**src/rtl/drive_sequencer_if.sv**
```systemverilog
// Sensor-to-drive signal bundle for the drive sequencer.
// The master drives the sensor/control side and the slave drives the motor side.
interface drive_sequencer_if;
  logic       go;
  logic       obstacle;
  logic [1:0] track_mode;
  logic       line_lost;
  logic [1:0] motor_mode;
  logic [1:0] left;
  logic [1:0] right;
  logic [3:0] LED;
  logic       last_turn;

  modport master (
    output go, obstacle, track_mode, line_lost,
    input  motor_mode, left, right, LED, last_turn
  );

  modport slave (
    input  go, obstacle, track_mode, line_lost,
    output motor_mode, left, right, LED, last_turn
  );
endinterface

```
**src/rtl/drive_sequencer.sv**
```systemverilog
// Timed drive state machine: start/stop, obstacle hold, and line-loss recovery
// (reverse, then spin toward the last seen turn), with a search timeout fault.
module drive_sequencer #(
  parameter int unsigned HALT_CYC   = 10_000_000,
  parameter int unsigned REV_CYC    = 30_000_000,
  parameter int unsigned SEARCH_CYC = 150_000_000,
  parameter int unsigned CNT_W      = 32
) (
  input logic              clk,
  input logic              rst,
  drive_sequencer_if.slave bus
);

  localparam logic [CNT_W-1:0] HALT_TC   = CNT_W'(HALT_CYC - 1);
  localparam logic [CNT_W-1:0] REV_TC    = CNT_W'(REV_CYC - 1);
  localparam logic [CNT_W-1:0] SEARCH_TC = CNT_W'(SEARCH_CYC - 1);
  localparam logic [CNT_W-1:0] CNT_ZERO  = {CNT_W{1'b0}};
  localparam logic [CNT_W-1:0] CNT_ONE   = CNT_W'(1);

  localparam logic [1:0] DIR_FWD = 2'b10;
  localparam logic [1:0] DIR_REV = 2'b01;
  localparam logic [1:0] DIR_BRK = 2'b00;

  typedef enum logic [2:0] {
    S_IDLE    = 3'd0,
    S_FOLLOW  = 3'd1,
    S_HALT    = 3'd2,
    S_REVERSE = 3'd3,
    S_SEARCH  = 3'd4,
    S_FAULT   = 3'd5
  } state_t;

  state_t           r_state;
  logic [CNT_W-1:0] r_timer;
  logic             r_last_turn;

  logic [1:0] w_motor_mode;
  logic [1:0] w_left;
  logic [1:0] w_right;
  logic [3:0] w_led;

  // State, timer and turn memory; every state change clears the timer.
  always_ff @(posedge clk or posedge rst) begin
    if (rst) begin
      r_state     <= S_IDLE;
      r_timer     <= CNT_ZERO;
      r_last_turn <= 1'b0;
    end else begin
      case (r_state)
        S_IDLE: begin
          r_timer <= CNT_ZERO;
          if (bus.go) r_state <= S_FOLLOW;
        end
        S_FOLLOW: begin
          r_timer <= CNT_ZERO;
          if (bus.track_mode == 2'd1)      r_last_turn <= 1'b0;
          else if (bus.track_mode == 2'd2) r_last_turn <= 1'b1;
          if (bus.go)             r_state <= S_IDLE;
          else if (bus.obstacle)  r_state <= S_HALT;
          else if (bus.line_lost) r_state <= S_REVERSE;
        end
        S_HALT: begin
          // Any obstacle cycle restarts the full obstacle-free hold.
          if (bus.go) begin
            r_state <= S_IDLE;
            r_timer <= CNT_ZERO;
          end else if (bus.obstacle) begin
            r_timer <= CNT_ZERO;
          end else if (r_timer == HALT_TC) begin
            r_state <= S_FOLLOW;
            r_timer <= CNT_ZERO;
          end else begin
            r_timer <= r_timer + CNT_ONE;
          end
        end
        S_REVERSE: begin
          if (bus.go) begin
            r_state <= S_IDLE;
            r_timer <= CNT_ZERO;
          end else if (!bus.line_lost) begin
            r_state <= S_FOLLOW;
            r_timer <= CNT_ZERO;
          end else if (r_timer == REV_TC) begin
            r_state <= S_SEARCH;
            r_timer <= CNT_ZERO;
          end else begin
            r_timer <= r_timer + CNT_ONE;
          end
        end
        S_SEARCH: begin
          if (bus.go) begin
            r_state <= S_IDLE;
            r_timer <= CNT_ZERO;
          end else if (bus.obstacle) begin
            r_state <= S_HALT;
            r_timer <= CNT_ZERO;
          end else if (!bus.line_lost) begin
            r_state <= S_FOLLOW;
            r_timer <= CNT_ZERO;
          end else if (r_timer == SEARCH_TC) begin
            r_state <= S_FAULT;
            r_timer <= CNT_ZERO;
          end else begin
            r_timer <= r_timer + CNT_ONE;
          end
        end
        S_FAULT: begin
          r_timer <= CNT_ZERO;
          if (bus.go) r_state <= S_FOLLOW;
        end
        default: begin
          r_state <= S_IDLE;
          r_timer <= CNT_ZERO;
        end
      endcase
    end
  end

  // Output decode of the state; FOLLOW also steers from the live tracker input.
  always_comb begin
    w_motor_mode = 2'd0;
    w_left       = DIR_BRK;
    w_right      = DIR_BRK;
    w_led        = 4'b0000;
    case (r_state)
      S_IDLE: begin
        w_led = 4'b0000;
      end
      S_FOLLOW: begin
        w_led = 4'b0001;
        case (bus.track_mode)
          2'd1: begin
            w_left       = DIR_REV;
            w_right      = DIR_FWD;
            w_motor_mode = 2'd1;
          end
          2'd2: begin
            w_left       = DIR_FWD;
            w_right      = DIR_REV;
            w_motor_mode = 2'd2;
          end
          default: begin
            w_left       = DIR_FWD;
            w_right      = DIR_FWD;
            w_motor_mode = 2'd3;
          end
        endcase
      end
      S_HALT: begin
        w_led = 4'b1000;
      end
      S_REVERSE: begin
        w_left       = DIR_REV;
        w_right      = DIR_REV;
        w_motor_mode = 2'd3;
        w_led        = 4'b0100;
      end
      S_SEARCH: begin
        w_led = 4'b0010;
        if (r_last_turn) begin
          w_left       = DIR_FWD;
          w_right      = DIR_REV;
          w_motor_mode = 2'd2;
        end else begin
          w_left       = DIR_REV;
          w_right      = DIR_FWD;
          w_motor_mode = 2'd1;
        end
      end
      S_FAULT: begin
        w_led = 4'b1111;
      end
      default: begin
        w_led = 4'b0000;
      end
    endcase
  end

  assign bus.motor_mode = w_motor_mode;
  assign bus.left       = w_left;
  assign bus.right      = w_right;
  assign bus.LED        = w_led;
  assign bus.last_turn  = r_last_turn;

endmodule

```
**src/flat_wrapper.sv**
```systemverilog
// flat-port wrapper written by rule: the top's interface ports become plain ports
module drive_sequencer_flat 
#(
  parameter int unsigned HALT_CYC   = 10_000_000,
  parameter int unsigned REV_CYC    = 30_000_000,
  parameter int unsigned SEARCH_CYC = 150_000_000,
  parameter int unsigned CNT_W      = 32
)
  (clk, rst, bus_go, bus_obstacle, bus_track_mode, bus_line_lost, bus_motor_mode, bus_left, bus_right, bus_LED, bus_last_turn);
  drive_sequencer_if bus_i ();
  input logic clk;
  input logic rst;
  input wire logic [$bits(bus_i.go)-1:0] bus_go;
  input wire logic [$bits(bus_i.obstacle)-1:0] bus_obstacle;
  input wire logic [$bits(bus_i.track_mode)-1:0] bus_track_mode;
  input wire logic [$bits(bus_i.line_lost)-1:0] bus_line_lost;
  output wire logic [$bits(bus_i.motor_mode)-1:0] bus_motor_mode;
  output wire logic [$bits(bus_i.left)-1:0] bus_left;
  output wire logic [$bits(bus_i.right)-1:0] bus_right;
  output wire logic [$bits(bus_i.LED)-1:0] bus_LED;
  output wire logic [$bits(bus_i.last_turn)-1:0] bus_last_turn;
  assign bus_i.go = bus_go;
  assign bus_i.obstacle = bus_obstacle;
  assign bus_i.track_mode = bus_track_mode;
  assign bus_i.line_lost = bus_line_lost;
  assign bus_motor_mode = bus_i.motor_mode;
  assign bus_left = bus_i.left;
  assign bus_right = bus_i.right;
  assign bus_LED = bus_i.LED;
  assign bus_last_turn = bus_i.last_turn;
  drive_sequencer #(.HALT_CYC(HALT_CYC), .REV_CYC(REV_CYC), .SEARCH_CYC(SEARCH_CYC), .CNT_W(CNT_W)) u_core (.clk(clk), .rst(rst), .bus(bus_i));
endmodule
```
**config.mk**
```make
export PLATFORM = sky130hd
export DESIGN_NAME = drive_sequencer_flat
export DESIGN_NICKNAME = d
export VERILOG_FILES = /design/src/rtl/drive_sequencer_if.sv /design/src/rtl/drive_sequencer.sv /design/src/flat_wrapper.sv
export SDC_FILE = /design/constraint.sdc
export NUM_CORES = 1
export LEC_CHECK = 0
export BUFFER_PORTS_ARGS = -buffer_cell sky130_fd_sc_hd__buf_2
export CORE_ASPECT_RATIO = 2
export CORE_MARGIN = 2
export CORE_UTILIZATION = 54
export DETAILED_ROUTE_END_ITERATION = 10
export GPL_TIMING_DRIVEN = 0
export HOLD_SLACK_MARGIN = 0.1
export PLACE_DENSITY = 0.79
export SYNTH_ARGS = -nofsm -noshare
export SYNTH_HDL_FRONTEND = slang
export SYNTH_SLANG_ARGS = --single-unit
```
**constraint.sdc**
```tcl
create_clock -name clk -period 2.1 [get_ports clk]
set_input_delay 0.105 -clock clk [delete_from_list [all_inputs] [get_ports clk]]
set_output_delay 0.105 -clock clk [all_outputs]
set_load 0.005 [all_outputs]
```
=== Yosys cells after proc, flatten, opt, wreduce, memory -nomap -nowiden ===
Index checks and enable logic that the tools add are counted.

* Bits in registers: 36
* Latch bits: 0
* Memory bits (writable): 0
* ROM bits: 0
* Bits of input ports: 7
* Output and inout bits: 11
* Word-level logic and storage cells: 62
* Memories kept: 0

* $add $sub $neg: 1
* Multipliers: 0
* Divide/modulo/power cells: 0
* $lt $le $gt $ge: 0
* Eq/ne operators: 16
* Shift operators: 0
* Multiplexer cells: 37
* Bitwise operators: 0
* Reduce and logical (&&, ||, !) cells: 5

{| class="wikitable"
|+ Operators with widths
! operator !! number
|-
| 32-bit two-way mux || 10
|-
| 32-bit case mux with 3 select lines || 1
|-
| 3-bit two-way mux || 14
|-
| 32-bit by 1-bit adder with 32-bit output (second input constant) || 1
|-
| 32-bit by 24-bit equality test with 1-bit output (second input constant) || 1
|-
| 32-bit by 25-bit equality test with 1-bit output (second input constant) || 1
|-
| 32-bit by 28-bit equality test with 1-bit output (second input constant) || 1
|-
| 4-bit case mux with 5 select lines || 1
|-
| 2-bit case mux with 3 select lines || 3
|-
| 3-bit case mux with 5 select lines || 1
|-
| 2-bit two-way mux || 4
|-
| 3-bit by 2-bit equality test with 1-bit output (second input constant) || 2
|-
| 3-bit equality test (second input constant) || 2
|-
| 6-bit AND reduction || 1
|-
| 5-bit by 4-bit != test with 1-bit output (second input constant) || 1
|-
| 4-bit by 3-bit != test with 1-bit output (second input constant) || 1
|-
| 4-bit != test (second input constant) || 1
|-
| 2-bit case mux with 2 select lines || 1
|-
| 3-bit by 1-bit equality test with 1-bit output (second input constant) || 1
|-
| 3-bit zero test || 1
|-
| 3-bit by 2-bit != test with 1-bit output (second input constant) || 1
|-
| 3-bit != test (second input constant) || 1
|-
| 2-bit by 1-bit equality test with 1-bit output (second input constant) || 1
|-
| 2-bit equality test (second input constant) || 1
|-
| other kinds (5) || 6
|}

=== Longest topological paths before layout ===
Gate-level depths: netlist (run 1).

* Depth after elaboration: 6
* Mapped depth: 8
* Mapped depth without buffers: 7

=== Worst setup path after synthesis (run 1) ===
OpenSTA, ideal clock, no wires.

* Path type: reg2reg
* Start point: register u_core.r_timer[0]
* End point: register u_core.r_timer[23]
* Setup time: 119 ps
* Arrival time: 1,927 ps
* Path slack: 54 ps
* Cell stages (with the launch flop): 9
* Period minus slack after synthesis: 2,046 ps
* Cells stage by stage: dfrtp_1 -> ha_1 -> and4_4 -> nand4b_2 -> nor4_2 -> nor3_2 -> nor3b_4 -> buf_6 -> nor2_2

* Cells in the longest elaborated chain, start to end: 6
* Elaborated cells between the ends (all ways): 15

{| class="wikitable"
|+ RTL lines
! what !! RTL line !! source
|-
| start, declared || drive_sequencer.sv:34 || <nowiki>logic [CNT_W-1:0] r_timer;</nowiki>
|-
| start signal, assigned || drive_sequencer.sv:73 || <nowiki>r_timer <= r_timer + CNT_ONE;</nowiki>
|-
| start signal, assigned || drive_sequencer.sv:87 || <nowiki>r_timer <= r_timer + CNT_ONE;</nowiki>
|-
| start signal, assigned || drive_sequencer.sv:104 || <nowiki>r_timer <= r_timer + CNT_ONE;</nowiki>
|-
| 32-bit by 1-bit adder with 32-bit output / 32-bit by 28-bit equality test with 1-bit output (equally long branches) || -- ||
|-
| 32-bit two-way mux || drive_sequencer.sv:100 || <nowiki>end else if (r_timer == SEARCH_TC) begin</nowiki>
|-
| 32-bit two-way mux || drive_sequencer.sv:97 || <nowiki>end else if (!bus.line_lost) begin</nowiki>
|-
| 32-bit two-way mux || drive_sequencer.sv:94 || <nowiki>end else if (bus.obstacle) begin</nowiki>
|-
| 32-bit two-way mux || drive_sequencer.sv:91 || <nowiki>if (bus.go) begin</nowiki>
|-
| 32-bit case mux with 3 select lines * || drive_sequencer.sv:49 || <nowiki>case (r_state)</nowiki>
|}

Mark *: on every way between the ends. The rest lies on a longest branch, timed or not.
A chain may end at the register's enable or synchronous reset.

=== Worst setup path after layout (run 1) ===
* Start point: register u_core.r_timer[20]
* End point: register u_core.r_timer[18]

* Cells in the longest elaborated chain, start to end: 6
* Elaborated cells between the ends (all ways): 14

{| class="wikitable"
|+ RTL lines
! what !! RTL line
|-
| 32-bit by 28-bit equality test with 1-bit output || drive_sequencer.sv:100
|-
| 32-bit two-way mux || drive_sequencer.sv:100
|-
| 32-bit two-way mux || drive_sequencer.sv:97
|-
| 32-bit two-way mux || drive_sequencer.sv:94
|-
| 32-bit two-way mux || drive_sequencer.sv:91
|-
| 32-bit case mux with 3 select lines * || drive_sequencer.sv:49
|}

Marks and branches as above.

==> results of run 1 <==
==> registers in the layout, indices dropped and copies added (netlist names) <==
name	cells
u_core.r_timer	32
u_core.bus.last_turn	1
u_core.r_state	3
==> per-stage QoR <==
| stage | std cells | area [µm²] | power, W | setup WS, ns |
|---|---|---|---|---|
| floorplan | 248 | 2257 | 0.001178 | 0.05408 |
| global placement | 317 | 2407 | 0.001361 | -0.2085 |
| detailed placement | 317 | 2407 | 0.001366 | -0.2038 |
| CTS | 329 | 2582 | 0.002061 | 0.002586 |
| global route | 339 | 2786 | 0.002196 | -0.09202 |
| finish | 339 | 2786 | 0.002101 | 0.007343 |
==> repair_timing <==
item | CTS | global route
endpoints found under the setup margin | 35 | 35
hold endpoints to repair | 0 | 36
hold buffers | 0 | 1
cloned | 1 | 1
setup buffers | 3 | 9
resized for setup | 6 | 20
pin swaps | 4 | 8
==> worst min path at each step <==
stage | cells after the start | endpoint | slack, ns | start
after global placement | 3 | u_core.bus.last_turn$_DFFE_PP0P_ | 0.47 | bus_track_mode[1]
after CTS | 3 | u_core.bus.last_turn$_DFFE_PP0P_ | 0.18 | bus_track_mode[1]
after floorplan | 1 | u_core.bus.last_turn$_DFFE_PP0P_ | 0.27 | rst
final | 3 | u_core.bus.last_turn$_DFFE_PP0P_ | 0.18 | bus_track_mode[1]
after global routing | 3 | u_core.bus.last_turn$_DFFE_PP0P_ | 0.21 | bus_track_mode[1]
after detailed placement | 3 | u_core.bus.last_turn$_DFFE_PP0P_ | 0.49 | bus_track_mode[1]
==> power breakdown <==
group          switching (W)  internal [W]
Sequential         0.0000535      0.000727
Combinational       0.000362      0.000284
Clock               0.000256      0.000419
==> worst reg2reg max path, delay by kind of cell (launching register included) <==
kind / cells / cell delay, ns
buf+inv: 3 / 0.51
simple gates: 6 / 1.14
flops: 1 / 0.33
==> placed cells by master, fill, tap and decap left out, types with 2 or more instances in the layout <==
cell type	Yosys	routed
inv_1	9	8
o31ai_1	2	2
and4_4	1	2
ha_1	6	5
nor2_1	40	37
dfrtp_1	36	34
nor3_1	10	6
dfrtp_2	0	2
nor2_2	10	12
xor2_1	16	16
o21ai_0	7	6
nor3_2	1	4
a21oi_1	4	4
buf_2	3	21
nand3_1	17	17
nor4_4	3	5
and2_1	2	2
buf_6	3	2
nand4_1	11	11
xnor2_1	15	15
or3_1	2	2
buf_8	0	2
nand2_1	17	17
buf_4	0	11
clkbuf_1	3	2
clkbuf_8	0	7
nor2b_1	6	6
==> logic make-up after synthesis <==
logic type / count (synthesis) / share of synthesized area [%]
and+or+nand+nor: 135 / 34.09
DFF: 36 / 39.91
xor gates and xnor gates: 31 / 12.03
AOI/OAI and AO/OA: 22 / 6.486
buffers and inverters: 18 / 4.157
adders and majority gates: 6 / 3.326
==> area by class of cell <==
| type | instances | area [µm²] |
|---|---|---|
| Multi-Input combinational cell | 194 | 1375 |
| Fill cell | 322 | 1260 |
| Sequential cell | 36 | 903.4 |
| Timing Repair Buffer | 32 | 219.0 |
| Clock buffer | 7 | 96.34 |
| Tap cell | 52 | 65.06 |
| Buffer | 8 | 63.81 |
| Inverter | 9 | 33.78 |
| Clock inverter | 1 | 30.03 |
==> layer usage <==
layer / share of wire, % / wire length [µm] / track usage (%) / up-vias
li1: - / - / - / 927
met1: 35 / 1897 / 22.26 / 960
met2: 56 / 3069 / 47.11 / 58
met3: 2.6 / 140 / 2.508 / 31
met4: 6.4 / 350 / 16.67 / 0
met5: 0 / 0 / 0 / -
==> flow_summary.json, run 1 <==
{
  "synthCells": 248,
  "grt_pass1_vias": 1943,
  "die_x_um": 49.72,
  "grt-ovfl-total": 0,
  "syn_avg_cell_area_um2": 9.101,
  "row_count": 33,
  "fin_hold_ws_ns": 0.1795,
  "yosysTopAreaCellShare_pct": 39.91,
  "synth_fp_nets": 261,
  "ff2ff_path_depth": 9,
  "vdd_ir_drop_max_mv": 0.6276,
  "synthFlopType": "dfrtp_1",
  "hold_violations": 0,
  "report.final.slew_viol_count": 0,
  "synth.most_common_cell": "nor2_1",
  "cts-htree-levels": 2,
  "portBuffers": 17,
  "critical_path.top_delay_family": "simple AND/OR/NAND/NOR gates",
  "outcome": "finished, final reports clean",
  "grt_pass1_wl_um": 8576,
  "detailroute.via_count": 1976,
  "grt_max_degree": 37,
  "critical_path.max_fanout": 10,
  "r2r-start": "u_core.r_timer[20]$_DFF_PP0_",
  "fin_crit_ns": 2.093,
  "hold_path.class": "in -> reg",
  "routabilityCongestion": 0.8789,
  "cpMaxStageDelayCell": "nor4_4",
  "clockRootBuffer": "clkbuf_8",
  "power_density_mw_per_mm2": 754.0,
  "numClockSinks": 36,
  "rsz0062_at_grt": "yes",
  "drive_above_1_share_pct": 27.87,
  "crit_type": "reg -> reg",
  "drc": 0,
  "setup_viol": 0,
  "yosysTopAreaCell": "dfrtp_1",
  "wl_um": 5458,
  "cp-start-kind": "register",
  "cp.required_ns": 2.28,
  "synth_area_leaders": "dfrtp_1 (40%), nor2_1 (6.7%), xor2_1 (6.2%)",
  "critPathLaunch": "u_core.r_timer[20]$_DFF_PP0_",
  "ys_async_sr_fraction_pct": 100.0,
  "start_util_pct": 55.78,
  "max-slew-margin-rel_pct": 50.70,
  "leakage_nw": 1.151,
  "n_antenna_cell": 0,
  "crit_arrival_ns": 2.27,
  "die_height_um": 95.43,
  "dr.pass1.iters": 6,
  "yosysWarnings": 0,
  "crit_path_cell_trace": "buf_2, and4_4, nand3_1, nor4_4, nor3_4, nor3b_4, buf_6, buf_8, nor2_1",
  "ios": 18,
  "worstSetupEndpoint": "u_core.r_timer[18]$_DFF_PP0_",
  "synthTopCellsByCount": "nor2_1 (40), dfrtp_1 (36), nand2_1 (17), nand3_1 (17), xor2_1 (16)",
  "vias_per_cell": 5.829,
  "synth-edff-count": 0,
  "dpl.hpwl_um": 3749,
  "rrSetupSlack_ns": 0.007,
  "fmax_mhz": 477.9,
  "clk_pin_slew_ns": 0.08,
  "cp.depth": 9,
  "grt_usage_pct": 24.06,
  "ys_seq_area_share_pct": 39.91,
  "antenna_found_initial": 0,
  "core_mm2": 0.004046,
  "slowest_delay_ns": 0.34,
  "fin_skew_ns": 0.008327,
  "setup_tns_ns": 0,
  "wl_per_cell_um": 16.10,
  "fin_crit_sh_pct": 99.65,
  "crit_buf_inv": 3,
  "synth-seq-cells": 36,
  "crit_path_end_kind": "register",
  "synth_area_mm2": 0.002257,
  "cts.path.max_buffers": 2,
  "clock_latency_ns": 0.29,
  "nets": 299,
  "yosysUniqueCellTypes": 46,
  "final_core_util_pct": 68.86,
  "dr.first_iter.drc_count": 34,
  "cts_made_buffers": 5,
  "worst_pin_slew_ns": 0.7384,
  "areaGrowthSynthToFinish_pct": 23.45,
  "cts_tree": "built",
  "drv_cap": 0,
  "die_area_mm2": 0.004744,
  "ant_nets": 0,
  "r2r_end": "u_core.r_timer[18]$_DFF_PP0_"
}
Note: power is estimated with default switching activity, not from simulation.
==> run 2: changes to the inputs <==
--- a/config.mk
+++ b/config.mk
@@ -8,11 +8,11 @@
 export BUFFER_PORTS_ARGS = -buffer_cell sky130_fd_sc_hd__buf_2
 export CORE_ASPECT_RATIO = 2
 export CORE_MARGIN = 2
-export CORE_UTILIZATION = 54
+export CORE_UTILIZATION = 60
 export DETAILED_ROUTE_END_ITERATION = 10
 export GPL_TIMING_DRIVEN = 0
 export HOLD_SLACK_MARGIN = 0.1
-export PLACE_DENSITY = 0.79
+export PLACE_DENSITY = 0.83
 export SYNTH_ARGS = -nofsm -noshare
 export SYNTH_HDL_FRONTEND = slang
 export SYNTH_SLANG_ARGS = --single-unit
==> constraint.sdc (replaced) <==
create_clock -name clk -period 2.05 [get_ports clk]
set_input_delay 0.1025 -clock clk [delete_from_list [all_inputs] [get_ports clk]]
set_output_delay 0.1025 -clock clk [all_outputs]
set_load 0.005 [all_outputs]
==> run 2 against run 1 <==
Compared with the run above:
- the run now ends with setup timing left
- sequential share of layout area grew 0.81 points
- non-clock buffer count is the same
- fmax shrank 0.98%
- clock skew increased by 0.0048 ns
- die area fell by 9.4%
- total power is 1.4% lower
- cell count shrank 0.88%
- largest cell class unchanged
- largest power group unchanged
==> flow_summary.json, run 2 (synthesized netlist as in run 1, its figures left out) <==
{
  "grt_pass1_wl_um": 8397,
  "ant_nets": 0,
  "crit_path_cell_trace": "nor4_4, nand4b_4, nor4_4, nor3_4, nor3b_4, buf_6, buf_8, nor2_1",
  "max-slew-margin-rel_pct": 49.29,
  "leakage_nw": 1.121,
  "fin_cells": 336,
  "internal-power_w": 0.001379,
  "dpl.cell_count": 314,
  "wl_per_cell_um": 17.25,
  "clk_pin_slew_ns": 0.08,
  "rrSetupSlack_ns": -0.06,
  "power_density_mw_per_mm2": 754.7,
  "vdd_ir_drop_max_mv": 0.6441,
  "finalInstanceArea_mm2": 0.002745,
  "vias_per_cell": 6.051,
  "start_util_pct": 62.57,
  "drv_cap": 0,
  "cp.required_ns": 2.23,
  "cts-htree-levels": 2,
  "fin_crit_ns": 2.113,
  "drive_above_1_share_pct": 29.97,
  "p_seq_share_pct": 38.5,
  "preCtsSetupSlack_ns": -0.2850,
  "clock_latency_ns": 0.30,
  "die_height_um": 90.74,
  "regMostFlops": "u_core.r_timer",
  "routabilityCongestion": 0.8384,
  "cpMostUsedCell": "nor4_4",
  "cts_tree": "built",
  "hold_depth": 3,
  "placed_cell_area_mm2": 0.002404,
  "p_comb_share_pct": 31.5,
  "crit_buf_inv": 2,
  "grt_max_degree": 37,
  "grt_pass1_vias": 1894,
  "setup_viol": 27,
  "grt-ovfl-total": 0,
  "largest_reg_flops": 32,
  "clkPwrFrac_pct": 30.0,
  "row_count": 31,
  "dpl.hpwl_um": 3707,
  "core_mm2": 0.003607,
  "worst_pin_slew_ns": 0.7595,
  "holdCritStartpoint": "bus_track_mode[1]",
  "die_x_um": 47.37,
  "numClockSinks": 36,
  "detailroute.via_count": 2033,
  "crit_path_end_kind": "register",
  "fin_skew_ns": 0.01317,
  "mostFrequentLayoutCells": "nor2_1 (38), dfrtp_1 (27), buf_2 (20)",
  "fmax_mhz": 473.2,
  "dr.pass1.iters": 4,
  "hold_path.class": "in -> reg",
  "dr.first_iter.drc_count": 67,
  "portBuffers": 17,
  "r2r_end": "u_core.r_timer[9]$_DFF_PP0_",
  "crit_arrival_ns": 2.29,
  "holdPathEnd": "u_core.bus.last_turn$_DFFE_PP0P_",
  "r2r-start": "u_core.r_timer[31]$_DFF_PP0_",
  "fin_crit_sh_pct": 103.1,
  "fin_ws_ns": -0.06345,
  "cp-start-kind": "register",
  "violations": "setup timing",
  "wl_um": 5796,
  "slowest_delay_ns": 0.43,
  "clockRootBuffer": "clkbuf_8",
  "ff2ff_path_depth": 8,
  "die_area_mm2": 0.004298,
  "cts.path.max_buffers": 2,
  "antenna_found_initial": 0,
  "nets": 299,
  "report.final.slew_viol_count": 0,
  "critical_path.top_delay_family": "simple AND/OR/NAND/NOR gates",
  "crit_type": "reg -> reg",
  "cts_made_buffers": 5,
  "rsz0062_at_grt": "yes",
  "p_sw_w": 0.0006927,
  "cpMaxStageDelayCell": "dfrtp_1",
  "grt_usage_pct": 27.27,
  "n_antenna_cell": 0,
  "drc": 0,
  "ios": 18,
  "final_common_cell": "nor2_1",
  "outcome": "finished, violations left",
  "power_w": 0.002072,
  "sw_frac_of_total_pct": 33.43,
  "areaGrowthSynthToFinish_pct": 21.62,
  "hold_violations": 0,
  "critical_path.max_fanout": 10
}
## run 2: stage by stage
| step | hold WS (ns) | utilization, % | TNS (ns) |
|---|---|---|---|
| 5_1_grt | 0.1770 | 76.10 | -4.071 |
| 4_1_cts | 0.1679 | 71.77 | 0 |
| 6_report | 0.1626 | 76.10 | -1.147 |
| 3_3_place_gp | 0.4753 | 66.63 | -7.671 |
| 3_5_place_dp | 0.4827 | 66.63 | -8.558 |
| 2_1_floorplan | 0.2695 | - | 0 |
## run 2: how the worst max path moves through the flow
stage                                       startpoint                      endpoint  slack [ns]  cells past startpoint
after floorplan            u_core.r_timer[0]$_DFF_PP0_  u_core.r_timer[23]$_DFF_PP0_       0.004                      8
after global placement     u_core.r_timer[0]$_DFF_PP0_  u_core.r_timer[30]$_DFF_PP0_       -0.26                      8
after detailed placement   u_core.r_timer[0]$_DFF_PP0_  u_core.r_timer[25]$_DFF_PP0_       -0.29                      8
after CTS                 u_core.r_timer[20]$_DFF_PP0_   u_core.r_timer[7]$_DFF_PP0_       0.005                      8
after global routing      u_core.r_timer[31]$_DFF_PP0_  u_core.r_timer[18]$_DFF_PP0_       -0.14                      8
final                     u_core.r_timer[31]$_DFF_PP0_   u_core.r_timer[9]$_DFF_PP0_       -0.06                      8
## run 2: metal layers
metal	share of wire, %	vias to the layer above	track usage [%]
li1	-	938	-
met1	35	979	23.45
met2	55	84	47.30
met3	4.0	32	7.400
met4	6.0	0	19.91
met5	0	-	0
## run 2: power by group through the flow
stage	Sequential (W)	Combinational [W]	Clock, W
floorplan	0.000798	0.000408	0
global placement	0.000810	0.000583	0
detailed placement	0.000811	0.000589	0
CTS	0.000794	0.000624	0.000624
global route	0.000800	0.000726	0.000658
finish	0.000797	0.000653	0.000621
## run 2: area by class of cell
class / instances / area, µm²
multi-input cells: 194 / 1363
flip-flops and latches: 36 / 912.1
fillers: 245 / 862.1
repair buffers: 33 / 209.0
clock buffers: 6 / 72.57
well taps: 49 / 61.31
plain buffers: 7 / 58.81
clock inverters: 2 / 35.03
inverters: 9 / 33.78
## run 2: tightest hold or removal path: cells and delay by family
family          cells  cell delay (ns)
fa+ha+maj           1             0.14
buf+inv             1             0.10
compound gates      1             0.08
## run 2: repair_timing
action / 4_1_cts / 5_1_grt
pin swaps: 6 / 9
setup endpoints to repair: 35 / 35
buffers inserted: 3 / 11
gates resized for setup: 12 / 19
hold buffers: 0 / 1
gates cloned: 1 / 0
endpoints found under the hold margin: 0 / 36
